### config.mk
export PLATFORM = sky130hd
export DESIGN_NAME = regbank4_we_flat
export DESIGN_NICKNAME = d
export VERILOG_FILES = /design/src/rtl/regbank4_we_if.sv /design/src/rtl/regbank4_we.sv /design/src/flat_wrapper.sv
export SDC_FILE = /design/constraint.sdc
export NUM_CORES = 1
export LEC_CHECK = 0
export ABC_CLOCK_PERIOD_IN_PS = 3600
export CORE_MARGIN = 2
export CORE_UTILIZATION = 49
export CTS_CLUSTER_DIAMETER = 30
export DETAILED_ROUTE_END_ITERATION = 6
export PLACE_DENSITY = 0.76
export RECOVER_POWER = 100
export SLEW_MARGIN = 30
export SYNTH_ARGS = -nofsm -noshare
export SYNTH_HDL_FRONTEND = slang
export SYNTH_SLANG_ARGS = --single-unit
### constraint.sdc
create_clock -name clk -period 3.6 [get_ports clk]
set_clock_uncertainty 0.2 [all_clocks]
set_input_delay 0.72 -clock clk [delete_from_list [all_inputs] [get_ports clk]]
set_output_delay 0.72 -clock clk [all_outputs]
set_load 0.02 [all_outputs]
### src/rtl/regbank4_we_if.sv
// regbank4_we_if
// Bundles the write and read signals of the four-entry register bank.
//   we       write enables, one-hot or zero when well formed
//   wdata    write data
//   raddr_a  read address, port A
//   raddr_b  read address, port B
//   rdata_a  read data, port A (combinational, write-through bypass)
//   rdata_b  read data, port B (combinational, write-through bypass)
//   rvalid_a entry behind port A holds data or is being written now
//   rvalid_b same for port B
//   valid    per-entry written flags (registered)
//   err      sticky multi-hot write flag (registered)
// master drives writes/addresses; slave is the register bank.
interface regbank4_we_if #(
    parameter int WIDTH = 64
);
    logic [3:0]       we;
    logic [WIDTH-1:0] wdata;
    logic [1:0]       raddr_a;
    logic [1:0]       raddr_b;
    logic [WIDTH-1:0] rdata_a;
    logic [WIDTH-1:0] rdata_b;
    logic             rvalid_a;
    logic             rvalid_b;
    logic [3:0]       valid;
    logic             err;

    modport master (
        output we, wdata, raddr_a, raddr_b,
        input  rdata_a, rdata_b, rvalid_a, rvalid_b, valid, err
    );

    modport slave (
        input  we, wdata, raddr_a, raddr_b,
        output rdata_a, rdata_b, rvalid_a, rvalid_b, valid, err
    );
endinterface

### src/rtl/regbank4_we.sv
// regbank4_we
// Four-entry register bank written through one-hot enables from the
// upstream 2-to-4 address decoder. Two combinational read ports return
// wdata directly when they address the entry being legally written this
// cycle. A write with more than one enable bit set is dropped and sets a
// sticky error flag that only reset clears.
// Ports:
//   clk    rising-edge clock
//   reset  synchronous active-high reset
//   bus    regbank4_we_if slave modport (write, read and status signals)
module regbank4_we #(
    parameter int WIDTH = 64
) (
    input  logic               clk,
    input  logic               reset,
    regbank4_we_if.slave       bus
);

    // Number of set bits in a 4-bit enable vector.
    function automatic logic [2:0] popcount4(input logic [3:0] v);
        logic [2:0] cnt;
        cnt = 3'd0;
        for (int i = 0; i < 4; i++) begin
            cnt = cnt + {2'd0, v[i]};
        end
        return cnt;
    endfunction

    logic [WIDTH-1:0] mem_q [4];
    logic [WIDTH-1:0] mem_d [4];
    logic [3:0]       valid_q;
    logic [3:0]       valid_d;
    logic             err_q;
    logic             err_d;

    logic [2:0]       we_cnt_s;
    logic             legal_s;
    logic             illegal_s;

    assign we_cnt_s  = popcount4(bus.we);
    assign legal_s   = (we_cnt_s == 3'd1);
    assign illegal_s = (we_cnt_s >= 3'd2);

    // Next-state: a legal write updates exactly one entry; multi-hot only sets err.
    always_comb begin
        mem_d   = mem_q;
        valid_d = valid_q;
        err_d   = err_q;
        if (legal_s) begin
            for (int i = 0; i < 4; i++) begin
                if (bus.we[i]) begin
                    mem_d[i]   = bus.wdata;
                    valid_d[i] = 1'b1;
                end else begin
                    mem_d[i]   = mem_q[i];
                    valid_d[i] = valid_q[i];
                end
            end
        end else if (illegal_s) begin
            err_d = 1'b1;
        end else begin
            err_d = err_q;
        end
    end

    // State registers; reset wins over any write in the same cycle.
    always_ff @(posedge clk) begin
        if (reset) begin
            for (int i = 0; i < 4; i++) begin
                mem_q[i] <= '0;
            end
            valid_q <= 4'b0000;
            err_q   <= 1'b0;
        end else begin
            for (int i = 0; i < 4; i++) begin
                mem_q[i] <= mem_d[i];
            end
            valid_q <= valid_d;
            err_q   <= err_d;
        end
    end

    // Read port A; bypass only on a legal write, so malformed enables never leak wdata.
    always_comb begin
        if (legal_s && bus.we[bus.raddr_a]) begin
            bus.rdata_a  = bus.wdata;
            bus.rvalid_a = 1'b1;
        end else begin
            bus.rdata_a  = mem_q[bus.raddr_a];
            bus.rvalid_a = valid_q[bus.raddr_a];
        end
    end

    // Read port B; same rule as port A.
    always_comb begin
        if (legal_s && bus.we[bus.raddr_b]) begin
            bus.rdata_b  = bus.wdata;
            bus.rvalid_b = 1'b1;
        end else begin
            bus.rdata_b  = mem_q[bus.raddr_b];
            bus.rvalid_b = valid_q[bus.raddr_b];
        end
    end

    assign bus.valid = valid_q;
    assign bus.err   = err_q;

endmodule

### src/flat_wrapper.sv
// flat-port wrapper written by rule: the top's interface ports become plain ports
module regbank4_we_flat 
#(
    parameter int WIDTH = 64
)
  (clk, reset, bus_we, bus_wdata, bus_raddr_a, bus_raddr_b, bus_rdata_a, bus_rdata_b, bus_rvalid_a, bus_rvalid_b, bus_valid, bus_err);
  regbank4_we_if #(.WIDTH(WIDTH)) bus_i ();
  input  logic clk;
  input  logic reset;
  input wire logic [$bits(bus_i.we)-1:0] bus_we;
  input wire logic [$bits(bus_i.wdata)-1:0] bus_wdata;
  input wire logic [$bits(bus_i.raddr_a)-1:0] bus_raddr_a;
  input wire logic [$bits(bus_i.raddr_b)-1:0] bus_raddr_b;
  output wire logic [$bits(bus_i.rdata_a)-1:0] bus_rdata_a;
  output wire logic [$bits(bus_i.rdata_b)-1:0] bus_rdata_b;
  output wire logic [$bits(bus_i.rvalid_a)-1:0] bus_rvalid_a;
  output wire logic [$bits(bus_i.rvalid_b)-1:0] bus_rvalid_b;
  output wire logic [$bits(bus_i.valid)-1:0] bus_valid;
  output wire logic [$bits(bus_i.err)-1:0] bus_err;
  assign bus_i.we = bus_we;
  assign bus_i.wdata = bus_wdata;
  assign bus_i.raddr_a = bus_raddr_a;
  assign bus_i.raddr_b = bus_raddr_b;
  assign bus_rdata_a = bus_i.rdata_a;
  assign bus_rdata_b = bus_i.rdata_b;
  assign bus_rvalid_a = bus_i.rvalid_a;
  assign bus_rvalid_b = bus_i.rvalid_b;
  assign bus_valid = bus_i.valid;
  assign bus_err = bus_i.err;
  regbank4_we #(.WIDTH(WIDTH)) u_core (.clk(clk), .reset(reset), .bus(bus_i));
endmodule
==> flow_metrics.tcl, run 1 <==
set metrics [dict create \
    grt_pass1_vias 12400 \
    hold_worst_slack_ns 0.2489 \
    dr_total_vias 12660 \
    vias_per_cell 6.055 \
    min_path_type "register to register" \
    cts_tree "yes" \
    timing.rr.start "u_core.mem_q[172]" \
    flow.area_growth_from_synthesis_pct 39.19 \
    grt_pass1_wl_um 66180 \
    timing.setup.critical_path_class "primary input to primary output" \
    die_w_um 170.9 \
    crit_path_end_kind "primary output" \
    io_count 209 \
    cts_sinks 261 \
    antenna_left 0 \
    worst_hold_path.endpoint "u_core.bus.err" \
    synthesis.area_per_instance_um2 9.431 \
    clock_path_buffers 3 \
    detail_route.wl_per_cell_um 21.61 \
    clock-root-buffer "clkbuf_16" \
    measured_slew_at_the_worst_slew_check_pin_ns 0.9566 \
    instances_no_fill 2091 \
    cp.arrival_ns 2.95 \
    floorplan.rows 61 \
    run_status "finished with violations" \
    worst_setup_hold_path_clk_slew_ns 0.05 \
    hold_path_startpoint "u_core.bus.err" \
    routed_wirelength_um 45190 \
    min_period_ns 3.874 \
    yosysWarningCount 0 \
    relSlewSlack_pct 36.23 \
    design.core.area_um2 27630 \
    power.density_nw_per_um2 564.2 \
    grt-ovfl-total 0 \
    synth_nets 1525 \
    synth_cell_type_count 16 \
    htreeDepth 2 \
    drc_errors_left 0 \
    nNetsFinal 1746 \
    synth_area_um2 13650 \
    gr-usage-all-layers_pct 28.97 \
    drive_gt1_share_pct 34.46 \
    dp_cells 1954 \
    timing.max_cap.violations 0 \
    maxSlewViolCount 0 \
    critical_path_fanout_max 5 \
    violated_checks "negative setup slack" \
    worstHoldPathCells 2 \
    p_leak_nw 7.253 \
    r2r_end "u_core.mem_q[172]" \
    start_util_pct 49.39 \
    post-dp-hpwl_um 23460 \
    rsz0062_at_grt "true" \
    grt_antenna_before_repair 2 \
    r2r_setup_slack_ns 2.66 \
    gpl.final_weighted_congestion 0.7737 \
    final-setup-viol-count 128 \
    die_area_um2 29200 \
    critPathLaunchType "primary input" \
    irDropWorstVdd_mv 0.4064 \
    timing.final.crit_share_pct 107.6 \
    setup_slack_ns -0.2743 \
    report.final.hold_viol_count 0 \
    rr_worst_depth 2 \
    clock_insertion_delay_worst_skew_ns 0.56 \
    io_buffers 208 \
    clock.fmax_mhz 258.1 \
    crit_required_ns 2.68 \
    chipHeight_um 170.9 \
    synth-seq-cells 261 \
    synth_seq_area_share_pct 38.29 \
    detail_route.iter0.violations 1691 \
    maximum_number_of_pins_on_one_net_before_global_route_repair 101 \
    post_synth_inst_count 1447 \
    num_cts_buffers 54 \
    drt_first_pass_iters 7 \
]
[synthesized netlist by cell type]
library cell | instances | area [µm²]
mux4_2 | 132 | 2973
buf_4 | 4 | 30.03
nor2_1 | 8 | 30.03
clkbuf_1 | 65 | 244.0
dfxtp_1 | 261 | 5225
buf_6 | 10 | 112.6
nand2_1 | 520 | 1952
nor3b_2 | 1 | 12.51
and2_1 | 4 | 25.02
inv_1 | 6 | 22.52
a21oi_1 | 258 | 1291
mux2_2 | 128 | 1441
ha_1 | 3 | 37.54
fa_1 | 1 | 20.02
buf_2 | 44 | 220.2
o21ai_0 | 2 | 10.01
[where the power goes]
| group | leakage [nW] | switching [mW] | internal [mW] | total [mW] |
|---|---|---|---|---|
| sequential | 2.12 | 0.127 | 3.07 | 3.20 |
| combinational | 4.20 | 1.21 | 1.12 | 2.33 |
| clock | 0.934 | 1.71 | 3.48 | 5.19 |
[cells in the final DEF (no fill, tap or decap), types with 24 or more instances in the layout]
cell,count
a21oi_1,258
buf_12,31
buf_2,25
buf_4,24
buf_6,108
clkbuf_16,62
clkdlybuf4s50_1,64
dfxtp_1,261
mux2_2,120
mux4_2,132
nand2_1,513
[routing by layer]
| layer | track usage [%] | wire length [µm] |
|---|---|---|
| met5 | 0 | 13 |
| met3 | 5.737 | 4851 |
| met1 | 38.71 | 17620 |
| met4 | 10.57 | 1254 |
| met2 | 46.98 | 21450 |
[cell families after synthesis]
group | count (synthesis) | share of synthesized area [%]
AO/OA/AOI/OAI | 260 | 9.535
flip-flops | 261 | 38.29
adder cells (fa/ha/maj) | 4 | 0.4218
AND/OR/NAND/NOR | 533 | 14.80
buffers and inverters | 129 | 4.612
multiplexers | 260 | 32.35
[how the worst max path moves through the flow]
stage	start	end	slack [ns]	cells after the start
6_report	bus_we[0]	bus_rdata_a[1]	-0.27	11
5_1_grt	bus_we[0]	bus_rdata_b[44]	-0.30	11
4_1_cts	bus_we[0]	bus_rdata_b[62]	-0.29	10
3_5_place_dp	bus_we[0]	bus_rdata_a[1]	-0.93	9
3_3_place_gp	bus_we[0]	bus_rdata_a[1]	-0.88	9
2_1_floorplan	bus_we[0]	bus_rdata_a[14]	0.04	8
[flip-flops by register name (all words and copies together), names as in the netlist]
register and flops:
u_core.bus.err 1, u_core.bus.valid 4, u_core.mem_q 256
[stage by stage]
step	TNS [ns]	setup WS, ns	utilization [%]	total power [mW]	cell area [µm²]
final	-23.78	-0.2743	68.75	10.72	18990
after global routing	-29.48	-0.3030	68.74	11.02	18990
after CTS	-22.82	-0.2872	66.42	10.46	18350
after detailed placement	-115.50	-0.9293	59.12	5.251	16330
after global placement	-109.21	-0.8825	59.12	5.202	16330
after floorplan	0	0.03992	-	4.410	13670
[timing repair]
| action | 4_1_cts | 5_1_grt |
|---|---|---|
| resized for setup | 588 | 191 |
| gates cloned | 9 | 11 |
| buffers inserted | 10 | 7 |
| hold buffers | 0 | 0 |
| endpoints found under the setup margin | 130 | 130 |
| endpoints found under the hold margin | 0 | 0 |
| pin swaps | 3 | 3 |
[critical path: stages]
cell,delay (ns)
buf_8,0.10
ha_4,0.23
fa_2,0.37
ha_4,0.26
nor3b_4,0.22
buf_6,0.17
buf_12,0.11
nand2_8,0.11
buf_16,0.19
mux2_2,0.30
buf_2,0.17
[cell type report]
cell class              instances  area [µm²]
fillers                      1947        8635
repair buffers                286        3385
clock buffers                  64        1490
clock inverters                36       451.7
flip-flops and latches        261        5225
inverters                       6       22.52
diodes                          1       2.502
well taps                     378       473.0
multi-input cells            1059        7945
Power figures use the tool's default switching activity.
==> run 2, diff against run 1 <==
--- a/config.mk
+++ b/config.mk
@@ -6,13 +6,14 @@
 export NUM_CORES = 1
 export LEC_CHECK = 0
 export ABC_CLOCK_PERIOD_IN_PS = 3600
+export CORE_ASPECT_RATIO = 1.75
 export CORE_MARGIN = 2
 export CORE_UTILIZATION = 49
 export CTS_CLUSTER_DIAMETER = 30
 export DETAILED_ROUTE_END_ITERATION = 6
 export PLACE_DENSITY = 0.76
 export RECOVER_POWER = 100
-export SLEW_MARGIN = 30
+export SKIP_CTS_REPAIR_TIMING = 1
 export SYNTH_ARGS = -nofsm -noshare
 export SYNTH_HDL_FRONTEND = slang
 export SYNTH_SLANG_ARGS = --single-unit
==> run 2 against run 1 <==
Effect of this change: the run still ends with negative setup slack left; register-to-register slack about the same; hold slack worse by 0.0039 ns; largest cell class unchanged; combinational power shrank 6%; global-route usage is 1.7 points lower; flip-flop and latch count is the same; non-clock buffer count decreased by 14; setup slack lost 0.053 ns; maximum frequency shrank 1.4%; critical path type unchanged; sequential share of layout area increased by 1.5 points; utilization shrank 2.8 points; cell count down 3.0%; clock-buffer cell count is 20 lower.
==> flow_metrics.tcl, run 2 (synthesized netlist as in run 1, its figures left out) <==
set metrics [dict create \
    maxSlewViolCount 0 \
    r2r_setup_slack_ns 2.65 \
    dp_cells 1950 \
    flow.area_growth_from_synthesis_pct 31.96 \
    hold_worst_slack_ns 0.2451 \
    final_design_area_no_fill_um2 18010 \
    clock_path_buffers 3 \
    worst_setup_hold_path_clk_slew_ns 0.05 \
    timing.setup.critical_path_class "primary input to primary output" \
    gr-usage-all-layers_pct 27.30 \
    num-fill-cells 2076 \
    register_with_the_highest_flop_count "u_core.mem_q" \
    irDropWorstVdd_mv 0.4878 \
    clock.fmax_mhz 254.6 \
    detail_route.iter0.violations 1141 \
    antenna_left 0 \
    final_common_cell "nand2_1" \
    hold_path_startpoint "u_core.bus.err" \
    timing.final.crit_share_pct 109.1 \
    largest_register_ff_count 256 \
    power.density_nw_per_um2 496.3 \
    clock_insertion_delay_worst_skew_ns 0.51 \
    grt_pass1_wl_um 63200 \
    report.final.hold_viol_count 0 \
    floorplan.rows 80 \
    drc_errors_left 0 \
    io_count 209 \
    instances_no_fill 2029 \
    r2r_end "u_core.mem_q[20]" \
    setup_total_negative_slack_ns -32.16 \
    antenna_cells_inserted 0 \
    vias_per_cell 6.056 \
    design.core.area_um2 27330 \
    postLayoutCoreUtil_pct 65.90 \
    die_area_um2 29250 \
    most-common-layout-cells "nand2_1 (513), dfxtp_1 (261), a21oi_1 (258)" \
    start_util_pct 49.94 \
    worstHoldPathCells 2 \
    crit_required_ns 2.68 \
    min_path_type "register to register" \
    critical-path-slowest-cell "fa_2" \
    p_leak_nw 6.768 \
    dr_total_vias 12290 \
    timing.max_cap.violations 0 \
    htreeDepth 2 \
    detail_route.wl_per_cell_um 20.99 \
    critical-path-top-delay-family "adder cells" \
    maximum_number_of_pins_on_one_net_before_global_route_repair 97 \
    grt_antenna_before_repair 0 \
    measured_slew_at_the_worst_slew_check_pin_ns 0.8098 \
    run_status "finished with violations" \
    grt_pass1_vias 12550 \
    relSlewSlack_pct 46.02 \
    setup_slack_ns -0.3278 \
    drt_first_pass_iters 5 \
    worst_hold_path.endpoint "u_core.bus.err" \
    chipHeight_um 224.8 \
    gpl.final_weighted_congestion 0.7879 \
    worstPathCellList "buf_8, ha_4, fa_2, ha_4, nor3b_4, buf_6, nand2_8, clkbuf_16, mux2_4, buf_6" \
    min_period_ns 3.928 \
    grt-ovfl-total 0 \
    timing.rr.start "u_core.mem_q[20]" \
    critPathLaunchType "primary input" \
    postPlaceCellArea_um2 16440 \
    routed_wirelength_um 42590 \
    clock-root-buffer "clkbuf_16" \
    cts_tree "yes" \
    critical_path_fanout_max 7 \
    drive_gt1_share_pct 32.41 \
    crit_path_end_kind "primary output" \
    place_ws_ns -0.9415 \
    final-setup-viol-count 129 \
    die_w_um 130.2 \
    num_cts_buffers 36 \
    violated_checks "negative setup slack" \
    fin_total_pwr_mw 8.939 \
    cp.arrival_ns 3.01 \
    nNetsFinal 1713 \
    timing.critical_path.slowest_cell_delay_ns 0.41 \
    io_buffers 208 \
    cts_sinks 261 \
    post-dp-hpwl_um 24510 \
    rsz0062_at_grt "true" \
    cp_num_buf_inv 4 \
    rr_worst_depth 2 \
]
==> run 2: cell types whose count changed in the layout (fill, tap and decap cells not counted), moves of 5 or more <==
cell	previous run	this run
clkdlybuf4s50_1	64	69
buf_2	25	20
mux2_2	120	126
buf_16	10	0
buf_4	24	18
mux2_4	8	2
dlygate4sd3_1	5	0
clkbuf_16	62	46
clkinv_4	8	2
buf_12	31	36
==> run 2: worst max path at each step <==
| stage | from | to | slack (ns) | cells after the start |
|---|---|---|---|---|
| final | bus_we[1] | bus_rdata_a[62] | -0.33 | 10 |
| after global routing | bus_we[1] | bus_rdata_a[62] | -0.37 | 10 |
| after CTS | bus_we[0] | bus_rdata_a[50] | -0.93 | 9 |
| after detailed placement | bus_we[0] | bus_rdata_a[50] | -0.94 | 9 |
| after global placement | bus_we[0] | bus_rdata_b[49] | -0.87 | 9 |
| after floorplan | bus_we[0] | bus_rdata_a[14] | 0.04 | 8 |
==> run 2: tightest hold or removal path, cell delays in order (launching register included) <==
cell     delay [ns]
dfxtp_1        0.30
inv_1          0.05
a21oi_1        0.05
==> run 2: power breakdown <==
group          total [mW]  internal [mW]  switching [mW]
clock                3.55           2.21            1.34
combinational        2.20           1.05            1.15
sequential           3.19           3.07           0.126
total                8.94           6.33            2.61
==> run 2: area by class of cell <==
cell class | count | area [µm²] | share of cell area [%]
Clock buffer | 44 | 1002 | 5.565
Sequential cell | 261 | 5225 | 29.01
Inverter | 6 | 22.52 | 0.1251
Timing Repair Buffer | 272 | 3199 | 17.77
Tap cell | 369 | 461.7 | 2.564
Clock inverter | 19 | 202.7 | 1.126
Multi-Input combinational cell | 1058 | 7895 | 43.84
==> run 2: metal layers <==
| metal | global-route usage, % | wire length, µm | vias to the layer above |
|---|---|---|---|
| met2 | 48.15 | 21840 | 644 |
| met3 | 3.306 | 2932 | 123 |
| met4 | 13.67 | 1939 | 0 |
| met5 | 0 | 0 | - |
| met1 | 32.31 | 15880 | 6063 |
| li1 | - | - | 5457 |
==> run 3, diff against run 2 <==
--- a/config.mk
+++ b/config.mk
@@ -8,10 +8,11 @@
 export ABC_CLOCK_PERIOD_IN_PS = 3600
 export CORE_ASPECT_RATIO = 1.75
 export CORE_MARGIN = 2
-export CORE_UTILIZATION = 49
+export CORE_UTILIZATION = 50
+export CTS_BUF_LIST = sky130_fd_sc_hd__clkbuf_2 sky130_fd_sc_hd__clkbuf_4 sky130_fd_sc_hd__clkbuf_8
 export CTS_CLUSTER_DIAMETER = 30
 export DETAILED_ROUTE_END_ITERATION = 6
-export PLACE_DENSITY = 0.76
+export PLACE_DENSITY = 0.84
 export RECOVER_POWER = 100
 export SKIP_CTS_REPAIR_TIMING = 1
 export SYNTH_ARGS = -nofsm -noshare
==> run 3 against run 2 <==
Effect of this change: power down 10%; design area down 4.3%; flip-flop and latch count unchanged; non-clock buffer count down 2; sequential share of layout area up 1.3 points; cell count down 1.4%; global-route usage up 0.95 points; critical path depth unchanged; hold slack better by 0.021 ns; setup slack better by 0.058 ns; largest power group is now sequential cells; combinational power down 5%; first-iteration DRC count up 18%; the flow finishes with violations (design-rule violations, negative setup slack).
==> flow_metrics.tcl, run 3 (synthesized netlist as in run 1, its figures left out) <==
set metrics [dict create \
    clock.fmax_mhz 258.4 \
    critical_path_fanout_max 10 \
    drive_gt1_share_pct 32.87 \
    r2r_end "u_core.mem_q[14]" \
    critPathLaunchType "primary input" \
    worstSetupStartpoint "bus_we[1]" \
    setup_total_negative_slack_ns -26.45 \
    dp_cells 1907 \
    clock-root-buffer "clkbuf_8" \
    crit_required_ns 2.68 \
    power_frac_seq_pct 39.7 \
    hold_worst_slack_ns 0.2660 \
    gr-usage-all-layers_pct 28.25 \
    crit_end "bus_rdata_a[3]" \
    final_common_cell "nand2_1" \
    grt_pass1_vias 12590 \
    chipHeight_um 222.6 \
    maxSlewViolCount 0 \
    grt_antenna_before_repair 3 \
    drc_errors_left 1 \
    detail_route.wl_per_cell_um 21.92 \
    critical-path-slowest-cell "fa_2" \
    io_count 209 \
    place_ws_ns -0.9639 \
    flow.area_growth_from_synthesis_pct 26.26 \
    p_comb_share_pct 26.2 \
    clock_path_buffers 3 \
    post-dp-hpwl_um 25380 \
    irDropWorstVdd_mv 0.3392 \
    fin_total_pwr_mw 8.032 \
    timing.critical_path.slowest_cell_delay_ns 0.40 \
    postPlaceCellArea_um2 16290 \
    power.density_nw_per_um2 466.2 \
    crit_path_top_cell_by_count "ha_4" \
    die_area_um2 28680 \
    r2r_setup_slack_ns 2.65 \
    timing.max_cap.violations 0 \
    design.core.area_um2 27030 \
    setup_slack_ns -0.2697 \
    power.clock.fraction_pct 34.1 \
    nNetsFinal 1718 \
    most-common-layout-cells "nand2_1 (514), dfxtp_1 (261), a21oi_1 (258)" \
    rr_worst_depth 2 \
    timing.rr.start "u_core.mem_q[14]" \
    rsz0062_at_grt "true" \
    detail_route.iter0.violations 1348 \
    gpl.final_weighted_congestion 0.8109 \
    floorplan.rows 80 \
    cts_tree "yes" \
    relSlewSlack_pct 54.62 \
    run_status "finished with violations" \
    final_design_area_no_fill_um2 17230 \
    grt-ovfl-total 0 \
    drt_first_pass_iters 7 \
    timing.final.crit_share_pct 107.5 \
    register_with_the_highest_flop_count "u_core.mem_q" \
    final-setup-viol-count 129 \
    maximum_number_of_pins_on_one_net_before_global_route_repair 86 \
    grt_pass1_wl_um 63700 \
    min_period_ns 3.870 \
    htreeDepth 2 \
    die_w_um 128.9 \
    cp.arrival_ns 2.95 \
    routed_wirelength_um 43850 \
    worstHoldPathCells 2 \
    num_cts_buffers 43 \
    clock_insertion_delay_worst_skew_ns 0.56 \
    violated_checks "design-rule violations, negative setup slack" \
    vias_per_cell 6.226 \
    crit_path_end_kind "primary output" \
    postLayoutCoreUtil_pct 63.75 \
    net_switching_power_mw 2.543 \
    p_leak_nw 6.538 \
    antenna_left 0 \
    largest_register_ff_count 256 \
    report.final.hold_viol_count 0 \
    cts_sinks 261 \
    dr_total_vias 12450 \
    instances_no_fill 2000 \
    io_buffers 208 \
    internal_power_summed_over_all_cells_mw 5.489 \
    switching_share_pct 31.66 \
    measured_slew_at_the_worst_slew_check_pin_ns 0.6807 \
    min_path_type "register to register" \
    worst_setup_hold_path_clk_slew_ns 0.06 \
    worstPathCellList "buf_8, ha_4, fa_2, ha_4, nor3b_4, buf_6, nand2_8, clkbuf_16, mux2_2, clkbuf_2" \
    timing.setup.critical_path_class "primary input to primary output" \
    start_util_pct 50.50 \
]
==> run 3: critical path: cells and delay by family <==
kind,cells,cell delay (ns)
buffers and inverters,4,0.65
adders and majority gates,3,0.90
muxes,1,0.30
and+or+nand+nor,2,0.37
==> run 3: worst min path at each step <==
stage                            startpoint                end  slack [ns]
after floorplan           u_core.mem_q[100]  u_core.mem_q[100]        0.24
after global placement     u_core.mem_q[90]   u_core.mem_q[90]        0.25
after detailed placement   u_core.mem_q[39]   u_core.mem_q[39]        0.26
after CTS                  u_core.mem_q[39]   u_core.mem_q[39]        0.27
after global routing       u_core.mem_q[39]   u_core.mem_q[39]        0.28
final                      u_core.mem_q[39]   u_core.mem_q[39]        0.27
==> run 3: area by class of cell <==
cell class	instances	area (µm²)
Clock buffer	58	760.7
Antenna cell	2	5.005
Clock inverter	17	141.4
Sequential cell	261	5225
Fill cell	2039	9796
Multi-Input combinational cell	1058	7900
Inverter	6	22.52
Tap cell	328	410.4
Timing Repair Buffer	270	2765
==> run 3: power by group through the flow <==
stage / combinational [mW] / sequential (mW) / clock (mW)
floorplan: 1.19 / 3.22 / 0
global placement: 1.99 / 3.23 / 0
detailed placement: 2.03 / 3.25 / 0
CTS: 2.04 / 3.18 / 2.75
global route: 2.22 / 3.21 / 2.89
finish: 2.10 / 3.19 / 2.74
==> run 3: layer usage <==
layer	track usage [%]	vias to the layer above	share of wire (%)
met4	18.02	2	6.0
met3	4.551	164	7.9
li1	-	5468	-
met1	31.87	6058	35
met2	48.83	759	51
met5	0	-	0.030
